`config.mk`:
```
export PLATFORM = sky130hd
export DESIGN_NAME = apb_master_slave_pair
export DESIGN_NICKNAME = d
export VERILOG_FILES = /design/src/rtl/apb_master_slave_pair.sv
export SDC_FILE = /design/constraint.sdc
export NUM_CORES = 2
export LEC_CHECK = 0
export ABC_AREA = 1
export CAP_MARGIN = 20
export CORE_MARGIN = 8
export CORE_UTILIZATION = 36
export DETAILED_ROUTE_END_ITERATION = 8
export MAX_ROUTING_LAYER = met4
export PLACE_DENSITY = 0.49
export SYNTH_ARGS = -nofsm -noshare
export SYNTH_HDL_FRONTEND = slang
export SYNTH_SLANG_ARGS = --single-unit
```
`constraint.sdc`:
```
create_clock -name pclk -period 2.7 [get_ports pclk]
set_clock_uncertainty 0.15 [all_clocks]
set_input_delay 0.27 -clock pclk [delete_from_list [all_inputs] [get_ports pclk]]
set_output_delay 0.27 -clock pclk [all_outputs]
set_load 0.02 [all_outputs]
```
`src/rtl/apb_master_slave_pair.sv`:
```
// ---------------------------------------------------------------------------
// apb_master_slave_pair
//
// A self-contained APB3 subsystem made of two parts:
//   * a master that turns a single-cycle `start` request into one
//     SETUP/ACCESS transfer;
//   * a slave register-file memory with a fixed number of wait states.
// The APB bus between them is exported as outputs for observation only.
//
// Parameters
//   ADDR_WIDTH  : width of addr / paddr
//   DATA_WIDTH  : width of wdata / rdata / pwdata / prdata
//   MEM_DEPTH   : number of slave words (valid addresses 0..MEM_DEPTH-1)
//   WAIT_STATES : ACCESS cycles with pready low before pready rises (0..7)
//
// Ports
//   pclk, presetn     : clock (rising edge), asynchronous active-low reset
//   start             : request pulse, sampled only while the master is idle
//   write/addr/wdata  : transfer kind, address and write data, taken with start
//   rdata             : data of the last completed read
//   done              : one-cycle completion pulse
//   err               : slave error of the last transfer (valid with done)
//   psel ... pslverr  : observed APB signals
// ---------------------------------------------------------------------------
module apb_master_slave_pair #(
    parameter int ADDR_WIDTH  = 16,
    parameter int DATA_WIDTH  = 16,
    parameter int MEM_DEPTH   = 64,
    parameter int WAIT_STATES = 0
) (
    input  logic                  pclk,
    input  logic                  presetn,
    input  logic                  start,
    input  logic                  write,
    input  logic [ADDR_WIDTH-1:0] addr,
    input  logic [DATA_WIDTH-1:0] wdata,
    output logic [DATA_WIDTH-1:0] rdata,
    output logic                  done,
    output logic                  err,
    output logic                  psel,
    output logic                  penable,
    output logic                  pwrite,
    output logic [ADDR_WIDTH-1:0] paddr,
    output logic [DATA_WIDTH-1:0] pwdata,
    output logic [DATA_WIDTH-1:0] prdata,
    output logic                  pready,
    output logic                  pslverr
);

    // Memory index width; at least one bit so a depth of 1 still works.
    localparam int IDX_W = (MEM_DEPTH > 1) ? $clog2(MEM_DEPTH) : 1;

    // Range limit one bit wider than paddr so the full address is compared
    // without the depth being truncated.
    localparam logic [ADDR_WIDTH:0] DEPTH_LIM = (ADDR_WIDTH + 1)'(MEM_DEPTH);

    // Wait-state target as a 3-bit value, matching the counter width.
    localparam logic [2:0] WAIT_LIM = 3'(WAIT_STATES);

    // -----------------------------------------------------------------------
    // Master
    // -----------------------------------------------------------------------
    typedef enum logic [1:0] {
        ST_IDLE   = 2'b00,
        ST_SETUP  = 2'b01,
        ST_ACCESS = 2'b10
    } state_t;

    state_t                state_r;
    state_t                state_s;

    logic                  psel_r;
    logic                  psel_s;
    logic                  penable_r;
    logic                  penable_s;
    logic                  pwrite_r;
    logic                  pwrite_s;
    logic [ADDR_WIDTH-1:0] paddr_r;
    logic [ADDR_WIDTH-1:0] paddr_s;
    logic [DATA_WIDTH-1:0] pwdata_r;
    logic [DATA_WIDTH-1:0] pwdata_s;
    logic [DATA_WIDTH-1:0] rdata_r;
    logic [DATA_WIDTH-1:0] rdata_s;
    logic                  done_r;
    logic                  done_s;
    logic                  err_r;
    logic                  err_s;

    // Slave-side signals used by the master.
    logic                  pready_s;
    logic                  pslverr_s;
    logic [DATA_WIDTH-1:0] prdata_s;

    // Master state and all bus/user outputs are registered together, so
    // psel/penable change exactly on the edge that moves the FSM.
    always_ff @(posedge pclk or negedge presetn) begin
        if (!presetn) begin
            state_r   <= ST_IDLE;
            psel_r    <= 1'b0;
            penable_r <= 1'b0;
            pwrite_r  <= 1'b0;
            paddr_r   <= '0;
            pwdata_r  <= '0;
            rdata_r   <= '0;
            done_r    <= 1'b0;
            err_r     <= 1'b0;
        end else begin
            state_r   <= state_s;
            psel_r    <= psel_s;
            penable_r <= penable_s;
            pwrite_r  <= pwrite_s;
            paddr_r   <= paddr_s;
            pwdata_r  <= pwdata_s;
            rdata_r   <= rdata_s;
            done_r    <= done_s;
            err_r     <= err_s;
        end
    end

    // Next-state and next-output logic for the master FSM. The values
    // computed here are what the registered outputs show in the next cycle.
    always_comb begin
        state_s   = state_r;
        psel_s    = 1'b0;
        penable_s = 1'b0;
        pwrite_s  = pwrite_r;
        paddr_s   = paddr_r;
        pwdata_s  = pwdata_r;
        rdata_s   = rdata_r;
        done_s    = 1'b0;
        err_s     = err_r;

        case (state_r)
            ST_IDLE: begin
                if (start) begin
                    state_s  = ST_SETUP;
                    psel_s   = 1'b1;
                    pwrite_s = write;
                    paddr_s  = addr;
                    pwdata_s = wdata;
                end else begin
                    state_s  = ST_IDLE;
                end
            end

            ST_SETUP: begin
                state_s   = ST_ACCESS;
                psel_s    = 1'b1;
                penable_s = 1'b1;
            end

            ST_ACCESS: begin
                if (pready_s) begin
                    // Completion: back to IDLE with a done pulse next cycle.
                    state_s = ST_IDLE;
                    done_s  = 1'b1;
                    err_s   = pslverr_s;
                    if (!pwrite_r) begin
                        rdata_s = prdata_s;
                    end else begin
                        rdata_s = rdata_r;
                    end
                end else begin
                    state_s   = ST_ACCESS;
                    psel_s    = 1'b1;
                    penable_s = 1'b1;
                end
            end

            default: begin
                state_s = ST_IDLE;
            end
        endcase
    end

    // -----------------------------------------------------------------------
    // Slave
    // -----------------------------------------------------------------------
    logic [DATA_WIDTH-1:0] mem_r [MEM_DEPTH];
    logic [2:0]            wait_cnt_r;
    logic                  addr_ok_s;
    logic [IDX_W-1:0]      idx_s;

    // The range check uses the whole address; only then are the low bits
    // used as the memory index, so out-of-range addresses never alias.
    always_comb begin
        addr_ok_s = ({1'b0, paddr_r} < DEPTH_LIM);
        idx_s     = paddr_r[IDX_W-1:0];
    end

    // Ready and error responses of the slave.
    always_comb begin
        pready_s  = 1'b0;
        pslverr_s = 1'b0;
        if (psel_r && penable_r && (wait_cnt_r == WAIT_LIM)) begin
            pready_s  = 1'b1;
            pslverr_s = !addr_ok_s;
        end else begin
            pready_s  = 1'b0;
            pslverr_s = 1'b0;
        end
    end

    // Read data is driven only for an in-range read; anything else reads 0.
    always_comb begin
        prdata_s = '0;
        if (psel_r && !pwrite_r && addr_ok_s) begin
            prdata_s = mem_r[idx_s];
        end else begin
            prdata_s = '0;
        end
    end

    // Wait counter: counts ACCESS cycles, restarts whenever penable is low
    // and after the ready cycle so each transfer starts from zero.
    always_ff @(posedge pclk or negedge presetn) begin
        if (!presetn) begin
            wait_cnt_r <= 3'd0;
        end else if (!penable_r || pready_s) begin
            wait_cnt_r <= 3'd0;
        end else begin
            wait_cnt_r <= wait_cnt_r + 3'd1;
        end
    end

    // Memory array: cleared by reset, written on the ready edge of an
    // in-range write.
    always_ff @(posedge pclk or negedge presetn) begin
        if (!presetn) begin
            mem_r <= '{default: '0};
        end else if (pready_s && pwrite_r && addr_ok_s) begin
            mem_r[idx_s] <= pwdata_r;
        end
    end

    // -----------------------------------------------------------------------
    // Output mapping
    // -----------------------------------------------------------------------
    assign psel    = psel_r;
    assign penable = penable_r;
    assign pwrite  = pwrite_r;
    assign paddr   = paddr_r;
    assign pwdata  = pwdata_r;
    assign rdata   = rdata_r;
    assign done    = done_r;
    assign err     = err_r;
    assign prdata  = prdata_s;
    assign pready  = pready_s;
    assign pslverr = pslverr_s;

endmodule

```
== After elaboration in Yosys (flattened, before gate mapping) ==
Cells that the tools add are included.

* Register bits after elaboration: 1,082
* Latch bits: 0
* Bits in writable memories: 0
* Bits in read-only memories: 0
* Output and inout bits: 71
* Memories kept: 0

* Add/subtract/negate cells: 1
* $mul: 0
* Div/mod/pow operators: 0
* Order comparisons: 3
* Equal/unequal tests: 2
* Shift operators: 0
* Multiplexer cells: 19
* Bitwise gates (word level): 2
* Reductions and logical operators: 16

{| class="wikitable"
|+ Operators by type and width
! operator !! count
|-
| $bwmux W1024 || 1
|-
| $bmux W16 S6 || 1
|-
| $demux W16 S6 || 1
|-
| $mux W16 || 4
|-
| $lt A16 B7 Y1 const B || 1
|-
| $ge A7 B7 Y1 const B || 1
|-
| $logic_and A1 B1 Y1 || 7
|-
| $lt A7 B1 Y1 const B || 1
|-
| $mux W1 || 7
|-
| $not A6 Y7 || 1
|-
| $pmux W2 S3 || 1
|-
| $reduce_and A2 Y1 || 2
|-
| $add A3 B1 Y3 const B || 1
|-
| $logic_not A1 Y1 || 3
|-
| $logic_not A3 Y1 || 1
|-
| $mux W3 || 1
|-
| $pmux W1 S3 || 1
|-
| $reduce_and A3 Y1 || 1
|-
| $eq A2 B1 Y1 const B || 1
|-
| $eq A2 B2 Y1 const B || 1
|-
| $logic_not A2 Y1 || 1
|-
| $mux W2 || 1
|-
| $pmux W1 S2 || 1
|-
| $logic_or A1 B1 Y1 || 1
|-
| $not A1 Y1 || 1
|}

== Logic depth before layout (Yosys ltp) ==
* Depth after elaboration: 6
* Depth in mapped cells: 14
* Depth with buffers taken out: 12

== Worst setup path before layout ==
OpenSTA, ideal clock, no wires.

* Path type: register to output
* From: register paddr_r[0], in the netlist paddr[0]
* To: output port prdata[5]
* Arrival: 1,997 ps
* Slack: 283 ps
* Cell stages (with the launch flop): 12
* Path buffers: 3
* Cell sequence: dfrtp_1 -> buf_2 -> buf_2 -> clkbuf_1 -> nor2_1 -> nor2_1 -> o21ai_0 -> nand2_1 -> o21ai_0 -> nand2_1 -> nor2_1 -> a21oi_1

* Cells in the longest elaborated chain, start to end: 5

{| class="wikitable"
|+ RTL lines
! element !! RTL line !! RTL
|-
| from (decl) || 78 || <nowiki>logic [ADDR_WIDTH-1:0] paddr_r;</nowiki>
|-
| from (signal assigned) || 112 || <nowiki>paddr_r <= paddr_s;</nowiki>
|-
| $not A6 Y7 (implied by the code) || 208 || <nowiki>prdata_s = mem_r[idx_s];</nowiki>
|-
| $bmux W16 S6 || 208 ||
|-
| $mux W16 (implied by the code) (2 in a row) || 208 ||
|-
| $mux W16 (*) || 207 || <nowiki>if (psel_r && !pwrite_r && addr_ok_s) begin</nowiki>
|-
| to (decl) || 45 || <nowiki>output logic [DATA_WIDTH-1:0] prdata,</nowiki>
|}

Mark *: on every way between the ends. The rest lies on a longest branch, timed or not. The select of a mux whose other input is x is not followed.

== Worst setup path in the final report ==
* From: register paddr_r[0], in the netlist paddr[0]
* To: output port prdata[3]

The elaborated chain is that of the path after synthesis.

==> flow_summary_export.csv <==
group,metric,value,unit
outcome,outcome,"finished with violations",
outcome,violations,"negative setup slack",
final_layout,mostFrequentLayoutCell,"sky130_fd_sc_hd__nand2_1",
detailed_routing,drt-initial-drc-count,5857,
cts,cts_buffer_depth,3,
synth,synth-compound-area-share,2.73,%
placement,place.gp.congestion,0.929,
final_layout,post-route-util,47.8,%
cts,deepest_level_of_the_cts_h_tree,4,
critical_path,critPathArrivalTime,3250,ps
detailed_routing,route.vias.total,53100,
synth,dominant_combinational_cell_family_by_area_after_synthesis,"simple AND/OR/NAND/NOR gates",
floorplan,design.portCount,107,
synth,postSynthRegisterBits,1082,
cts,path_clk_slew,60,ps
timing,fin_tns_setup,-14420,ps
floorplan,initial_core_util,36.1,%
synth,synth_simple_gate_area_share,41.6,%
final_layout,final_cell_area,72400,µm²
power_and_ir_drop,worst_ir_drop_vdd,0.843,mV
placement,post_dp_cell_area,61100,µm²
critical_path,worstSetupEndpointType,"primary output",
synth,synth_cell_type_count,34,
detailed_routing,wirelength,234000,µm
detailed_routing,detailed_route_drc_error_count,0,
final_layout,filler_cells_inserted,14900,
timing,slew_headroom,28.4,%
final_layout,nNetsFinal,7927,
floorplan,core_region_area,151000,µm²
synth,synthMuxAreaShare,0,%
power_and_ir_drop,sw_share,43.5,%
synth,post_synth_xor_area_fraction,0.0160,%
global_route,first_global_vias,50100,
global_route,largest_net_degree_at_the_start_of_global_routing,82,
global_route,total_routing_usage_gr,27.6,%
synth,edff_count_synth,0,
global_route,grt_overflow_total,0,
power_and_ir_drop,clock_power_share,26.6,%
hold_path,hp-class,"input port to flop",
synth,async_reset_ff_share,100,%
timing,finalWorstSetupSlack,-969,ps
power_and_ir_drop,p_total,0.0705,W
final_layout,mostFrequentLayoutCells,"3,197 x sky130_fd_sc_hd__nand2_1, 1,225 x sky130_fd_sc_hd__nand3_1, 1,062 x sky130_fd_sc_hd__dfrtp_1",
placement,io_buffer_count,106,
synth,net_count_after_synthesis,7460,
timing,timing.final.crit_period,3670,ps
synth,synth-adder-area-share,0.137,%
synth,netlist_area,54600,µm²
detailed_routing,detailedRoute.firstPassIterationCount,5,
timing,rsz0062_at_grt,"true",
power_and_ir_drop,power_frac_seq,24.1,%
floorplan,floorplan.die.width,405,µm
power_and_ir_drop,power.share.combinational,49.2,%
synth,synth_ff_type,"sky130_fd_sc_hd__dfrtp_1",
placement,numPlacedInstances,9527,
power_and_ir_drop,netSwitchingPower,0.0307,W
critical_path,timing.critical_path.required,2280,ps
cts,clk-insertion-delay-late,770,ps
run,max-cap-violations,0,
power_and_ir_drop,power.density,974,nW/µm²
final_layout,post_layout_nonfiller_instances,10000,
cts,buffer_type_at_the_clock_tree_root,"sky130_fd_sc_hd__clkbuf_16",
cts,cts-buffers-inserted,133,
detailed_routing,detail_route.wl_per_cell,23.4,µm
synth,synth-seq-area-share,49.6,%
cts,numClockSinks,1082,
synth,yosys_synthesis_warning_count,0,
power_and_ir_drop,power.leakage,38.0,nW
power_and_ir_drop,internal_power,0.0399,W
synth,post_synthesis_cells,7418,
synth,mean_instance_size_in_the_synthesized_netlist,7.36,µm²
final_layout,syn_to_final_growth,32.6,%
critical_path,path_class,"flop to primary output",
floorplan,die_area,164000,µm²
timing,slew_violations,0,
floorplan,die-height,405,µm
critical_path,cp_launch_type,"flop",
critical_path,crit_fanout,9,
timing,count_of_final_setup_violators,20,
placement,hpwlAfterDp,136000,µm
final_layout,final_layout_size_suffix_gt1_share,19.4,%
detailed_routing,final_antenna_net_count,0,
detailed_routing,via_per_inst,5.30,
timing,worstMarginPinSlew,1070,ps
timing,fmax_achieved,273,MHz
timing,finalCritPeriodShare,136,%
global_route,grt_pass1_wl,336000,µm
cts,cts_tree,"yes",
floorplan,core.rowCount,143,
global_route,grt_antenna_before_repair,2,
timing,final_hold_viol_count,0,
## cells in the mapped netlist, drive strengths merged (2+ instances only)
cell	number	area share [%]
buf	312	3.0
nand3b	5	0.069
dfrtp	1082	50
o21bai	37	0.51
and2	2	0.023
nor3	11	0.24
nand3	1287	12
a21oi	28	0.26
nor2	469	4.4
nand2	3468	24
inv	187	1.3
o21ai	203	1.9
or2	10	0.11
ha	6	0.14
clkbuf	244	1.7
nand4	42	0.48
and3	14	0.16
o211ai	7	0.096
## power by group through the flow
stage               registers [W]  logic (W)  clock network [W]
floorplan                  0.0174     0.0125                  0
global placement           0.0173     0.0273                  0
detailed placement         0.0173     0.0272                  0
CTS                        0.0170     0.0322             0.0191
global route               0.0170     0.0362             0.0197
finish                     0.0170     0.0347             0.0188
## worst max-delay path, stage by stage (launching register included)
cell                      delay [ps]
sky130_fd_sc_hd__dfrtp_4         530
sky130_fd_sc_hd__buf_12          170
sky130_fd_sc_hd__buf_16          140
sky130_fd_sc_hd__buf_12          170
sky130_fd_sc_hd__buf_12          120
sky130_fd_sc_hd__buf_16          120
sky130_fd_sc_hd__nand2_2          50
sky130_fd_sc_hd__nand3_2          50
sky130_fd_sc_hd__nand4_1         250
sky130_fd_sc_hd__nand2_2         230
sky130_fd_sc_hd__nand2_2          90
sky130_fd_sc_hd__nor2_4          120
sky130_fd_sc_hd__and3_4          260
sky130_fd_sc_hd__buf_6           140
## layout make-up
type / count / area (µm²) / area share, %
flip-flops and latches: 1082 / 27100 / 37.5
clock inverters: 50 / 602 / 0.831
multi-input cells: 5601 / 26500 / 36.6
inverters: 188 / 747 / 1.03
repair inverters: 3 / 62.6 / 0.0864
clock buffers: 191 / 3920 / 5.42
well taps: 2030 / 2540 / 3.51
diodes: 2 / 5.00 / 0.00691
repair buffers: 876 / 10900 / 15.0
## registers in the layout (all words and copies together) (netlist names)
| signal | cells |
|---|---|
| done | 1 |
| err | 1 |
| mem_r | 1024 |
| paddr | 16 |
| penable | 1 |
| psel | 1 |
| pwdata | 16 |
| pwrite | 1 |
| rdata | 16 |
| state_r | 2 |
| wait_cnt_r | 3 |
## metrics by stage
stage | setup WS, ps | hold WS [ps]
2_1_floorplan | 283 | -176
3_3_place_gp | -1040 | 106
3_5_place_dp | -1020 | 107
4_1_cts | -982 | 104
5_1_grt | -1040 | 175
6_report | -969 | 167
## path summary, 6_finish.rpt
path | startpoint | endpoint | slack (ps) | cells after the start
min reg2reg | wait_cnt_r[0] | wait_cnt_r[0] | 310 | 1
min in group asynchronous | presetn | mem_r[940] | 250 | 3
max in group asynchronous | presetn | paddr[0] | 550 | 3
max reg2reg | paddr[0] | rdata[0] | -110 | 16
max | paddr[0] | prdata[3] | -970 | 13
min | addr[1] | paddr[1] | 170 | 4
## kinds of logic after synthesis
family                   Yosys count
AND/OR/NAND/NOR                 5309
buffers and inverters            744
XOR/XNOR                           1
adder cells (fa/ha/maj)            6
AO/OA/AOI/OAI                    276
flip-flops                      1082
## what timing repair did
item                                    CTS  global route
gates cloned                             26            57
endpoints found under the setup margin   51           878
hold buffers                             32             0
setup buffers                            70            85
resized for setup                       476           471
pin swaps                               124           172
hold endpoints to repair                877             0
## per-layer routing
layer	track usage, %	wire (µm)	share of wire (%)	vias up
met5	-	0	0	-
met4	9.62	8790	3.8	0
met3	4.84	18000	7.7	371
met2	41.1	105000	45	2152
met1	37.9	102000	44	26100
li1	-	-	-	24500
No activity file was read; power rests on OpenSTA's default activity.
